### src/rtl/seq_multiplier_param.sv
// Iterative shift-add multiplier, N-bit operands, 2N-bit product, optional signed mode.
// One operation every N+2 cycles with a start/busy/done handshake and held result.
module seq_multiplier_param #(
  parameter int unsigned N = 8
) (
  input  logic           CLK,
  input  logic           RESET,
  input  logic           start,
  input  logic           signed_mode,
  input  logic [N-1:0]   x,
  input  logic [N-1:0]   y,
  output logic           busy,
  output logic           done,
  output logic [2*N-1:0] result
);

  localparam int unsigned W  = 2 * N;
  localparam int unsigned CW = $clog2(N);

  localparam logic [1:0] S_IDLE = 2'd0;
  localparam logic [1:0] S_CALC = 2'd1;
  localparam logic [1:0] S_FIX  = 2'd2;
  localparam logic [1:0] S_DONE = 2'd3;

  logic [1:0]    state_q,  state_d;
  logic [N-1:0]  mcand_q,  mcand_d;
  logic [N-1:0]  mplier_q, mplier_d;
  logic [W-1:0]  acc_q,    acc_d;
  logic [CW-1:0] count_q,  count_d;
  logic          neg_q,    neg_d;
  logic          busy_q,   busy_d;
  logic          done_q,   done_d;
  logic [W-1:0]  result_q, result_d;

  always_ff @(posedge CLK or posedge RESET) begin
    if (RESET) begin
      state_q  <= S_IDLE;
      mcand_q  <= '0;
      mplier_q <= '0;
      acc_q    <= '0;
      count_q  <= '0;
      neg_q    <= 1'b0;
      busy_q   <= 1'b0;
      done_q   <= 1'b0;
      result_q <= '0;
    end else begin
      state_q  <= state_d;
      mcand_q  <= mcand_d;
      mplier_q <= mplier_d;
      acc_q    <= acc_d;
      count_q  <= count_d;
      neg_q    <= neg_d;
      busy_q   <= busy_d;
      done_q   <= done_d;
      result_q <= result_d;
    end
  end

  always_comb begin
    state_d  = state_q;
    mcand_d  = mcand_q;
    mplier_d = mplier_q;
    acc_d    = acc_q;
    count_d  = count_q;
    neg_d    = neg_q;
    result_d = result_q;

    case (state_q)
      // The exit edge of DONE is also a start sample slot, giving N+2 throughput.
      S_IDLE, S_DONE: begin
        if (start) begin
          mcand_d  = (signed_mode & x[N-1]) ? N'(~x + N'(1)) : x;
          mplier_d = (signed_mode & y[N-1]) ? N'(~y + N'(1)) : y;
          neg_d    = signed_mode & (x[N-1] ^ y[N-1]);
          acc_d    = '0;
          count_d  = '0;
          state_d  = S_CALC;
        end else begin
          state_d  = S_IDLE;
        end
      end
      S_CALC: begin
        if (mplier_q[0]) begin
          acc_d = acc_q + (W'(mcand_q) << count_q);
        end
        mplier_d = mplier_q >> 1;
        count_d  = count_q + CW'(1);
        if (count_q == CW'(N - 1)) begin
          state_d = S_FIX;
        end
      end
      S_FIX: begin
        result_d = neg_q ? (~acc_q + W'(1)) : acc_q;
        state_d  = S_DONE;
      end
      default: state_d = S_IDLE;
    endcase

    busy_d = (state_d != S_IDLE);
    done_d = (state_d == S_DONE);
  end

  assign busy   = busy_q;
  assign done   = done_q;
  assign result = result_q;

endmodule

### config.mk
export PLATFORM = sky130hd
export DESIGN_NAME = seq_multiplier_param
export DESIGN_NICKNAME = d
export VERILOG_FILES = /design/src/rtl/seq_multiplier_param.sv
export SDC_FILE = /design/constraint.sdc
export NUM_CORES = 1
export LEC_CHECK = 0
export BUFFER_PORTS_ARGS = -buffer_cell sky130_fd_sc_hd__buf_2
export CAP_MARGIN = 20
export CORE_MARGIN = 2
export CORE_UTILIZATION = 50
export CTS_CLUSTER_SIZE = 8
export DETAILED_ROUTE_END_ITERATION = 10
export PLACE_DENSITY = 0.67
export SKIP_CTS_REPAIR_TIMING = 1
export SYNTH_ARGS = -nofsm -noshare
export SYNTH_HDL_FRONTEND = slang
export SYNTH_SLANG_ARGS = --single-unit
### constraint.sdc
create_clock -name CLK -period 3.7 [get_ports CLK]
set_clock_uncertainty 0.05 [all_clocks]
set_input_delay 0.74 -clock CLK [delete_from_list [all_inputs] [get_ports CLK]]
set_output_delay 0.74 -clock CLK [all_outputs]
set_load 0.02 [all_outputs]
==> impl_results.md <==
- Post-synth EDFFs: 0
- TritonCTS buffer count: 5
- Most frequent cells in the layout: dfrtp_1 (56), nand2_1 (54), o21ai_0 (52)
- Area Growth Syn to Fin: 10.2%
- Die Y: 90.7 um
- GRT Total Usage: around 20%
- Worst r2r src: count_q[0]
- CP Data Required Time: between 3 and 4 ns
- Die area: about 8200 sq um
- Vias in the first global route: 2,883
- Fraction of registers with async set/reset: 100%
- Drt via density: approximately 5.5
- Gpl congestion: 0.911
- Ports: 38
- Core area: 7250 sq um
- Period minus WS final: 3.21 ns
- Die width: ~91 um
- Final period util: between 80 and 90%
- Row cnt: 31
- CP endpoint kind: flip-flop
- Final setup viols: 0
- Largest net degree at the start of global routing: 34
- Kind of critical path: reg2reg
- Syn_nets: 484
- Residual DRC: 0
- Vias post-DR: roughly 3,100
- Clk Tree Root Cell: clkbuf_8
- Setup slack, reg-to-reg: 0.49 ns
- # Max-Cap Violations: 0
- Area contributors post-synth: dfrtp_1 (37%), ha_1 (7.3%), o21ai_0 (6.9%)
- Worst reg2reg path depth: 10
- Leakage: about 0.0020 uW
- GRT overflow: 0
- Avg Inst Size Synth: between 8 and 9 sq um
- Clock Sink Count: between 50 and 60
- Diodes inserted: 0
- Power density over the cells: 737 nW/um^2
- Setup TNS: 0 ns
- Crit Reg-Reg Endpoint: acc_q[10]
- Outcome: finished clean
- Initial antenna violation count: 0
- Clk_lat worst skew: just over 0.3 ns
- RSZ-0062 raised after global routing: false
- VDD IR max: around 0.00036 V
- Number of buffers added on ports: 37
- Initial Util: between 50% and 60%
- Yosys reg bits: 56
- Synth Warn #: 0
- Most common cell after layout, fill and taps aside: dfrtp_1
- Final ANT Viol Nets: 0
- Reg clk slew, reported paths: 0.10 ns
- Crit start category: flip-flop
- Min-delay worst type: reg2reg
- Netlist Area Pre-Place: roughly 3800 sq um
- Fin. Hold Viols: 0
- Worst Hold Launch: mplier_q[4]
- Hold path endpoint: mplier_q[4]
- Hold Crit Depth: 2
- Largest area contributor in the netlist: dfrtp_1
- Cell variety after synth: 53
- Post-DR wirelength/cell: ~13 um
- Layout cells sized above 1: between 10% and 20%
- Post-synth top area share: 37.3%
- HPWL reported at the end of detailed placement: just under 6000 um
- First-pass GRT wire length: 13,300 um
- Total routed wirelength: 7640 um
- Register area share after synthesis: a little under two fifths
- Drt initial violations: between 100 and 150
- Ys flop type: dfrtp_1
- CTS max path bufs: 2
- Synthesized instance count: ~440
- CP Max Fanout: 12
- Achievable Freq: just over 0.3 GHz
- H-tree levels: 2
- Nets: about 500
- Final core utilization: between 50% and 60%
- Crit path DAT: roughly 3.4 ns
- Pre-antenna DRT Iters: 4
- Worst Tran Pin Value: 0.709 ns
- Rel. slew slack: a little over half
- CTS tree: built
- Slew Limit Fails: 0
[worst max-delay path by stage]
stage / start / endpoint / cells after the start / slack, ns
6_report: count_q[0] / acc_q[10] / 10 / 0.49
5_1_grt: count_q[0] / acc_q[10] / 10 / 0.33
3_3_place_gp: count_q[0] / acc_q[10] / 10 / 0.61
2_1_floorplan: count_q[0] / acc_q[10] / 11 / 0.64
4_1_cts: count_q[0] / acc_q[10] / 10 / 0.52
3_5_place_dp: count_q[0] / acc_q[10] / 10 / 0.56
[registers in the layout, indices dropped and copies added, names as in the netlist]
name,flops
mcand_q,8
neg_q,1
count_q,3
mplier_q,8
result,16
state_q,2
acc_q,16
done,1
busy,1
[metrics by stage]
stage / worst slack, ns / cell area (sq um) / hold slack (ns) / power (uW) / cells
2_1_floorplan: 0.639 / 3750 / 0.400 / 2330 / 441
4_1_cts: 0.521 / 4100 / 0.450 / 3060 / 569
5_1_grt: 0.329 / 4140 / 0.473 / 3330 / 571
3_5_place_dp: 0.555 / 4010 / 0.427 / 2700 / 561
6_report: 0.489 / 4140 / 0.441 / 3050 / 571
3_3_place_gp: 0.611 / 4010 / 0.418 / 2660 / 561
[cell usage after synthesis (4+ instances only)]
master	n
a21o_1	4
xnor2_1	15
o21ai_0	52
a21oi_1	43
dfrtp_1	56
or3_1	8
xor2_1	18
ha_1	22
nand3_1	9
mux2_2	5
nor2_1	37
clkbuf_1	15
nor3_1	8
inv_1	22
o31ai_1	6
o22ai_1	4
mux2i_1	10
nand2_1	54
[cell families (layout without fill, tap and decap cells)]
| group | count (synthesis) | after routing | synth area share [%] |
|---|---|---|---|
| adder cells (fa/ha/maj) | 23 | 23 | 7.86 |
| AND/OR/NAND/NOR | 134 | 134 | 16.3 |
| buffers and inverters | 40 | 71 | 4.00 |
| flip-flops | 56 | 56 | 37.3 |
| AO/OA/AOI/OAI | 140 | 140 | 22.6 |
| XOR/XNOR | 33 | 33 | 7.70 |
| multiplexers | 15 | 15 | 4.17 |
[metal layers]
layer / global-route usage (%) / vias up / part of all wire [%] / routed length [um]
li1: - / 1624 / - / -
met5: 0 / - / 0 / 0
met1: 25.7 / 1446 / 48 / 3680
met2: 33.0 / 62 / 47 / 3600
met3: 2.75 / 11 / 3.0 / 232
met4: 6.67 / 0 / 1.6 / 121
[critical path, cell delays in order, from the launching register on]
cell	delay, ns
dfrtp_1	0.60
mux2_2	0.39
o21ai_0	0.23
o22ai_1	0.12
ha_1	0.36
a21o_1	0.18
a21oi_1	0.22
a21oi_1	0.17
o21a_1	0.21
or3_1	0.30
a32o_1	0.25
[report_power, final]
group	leakage, uW	total [uW]	internal [uW]	switching (uW)
combinational	0.00116	1680	673	1010
sequential	0.000751	1010	792	223
clock	0.0000445	351	153	198
[area by class of cell]
cell class              instances  area, sq um
inverters                      23         86.3
clock buffers                   7         86.3
fillers                       696         3120
flip-flops and latches         56         1400
multi-input cells             345         2200
repair buffers                 40          228
well taps                      99          124
clock inverters                 1         7.51
No activity file was read; power rests on OpenSTA's default activity.
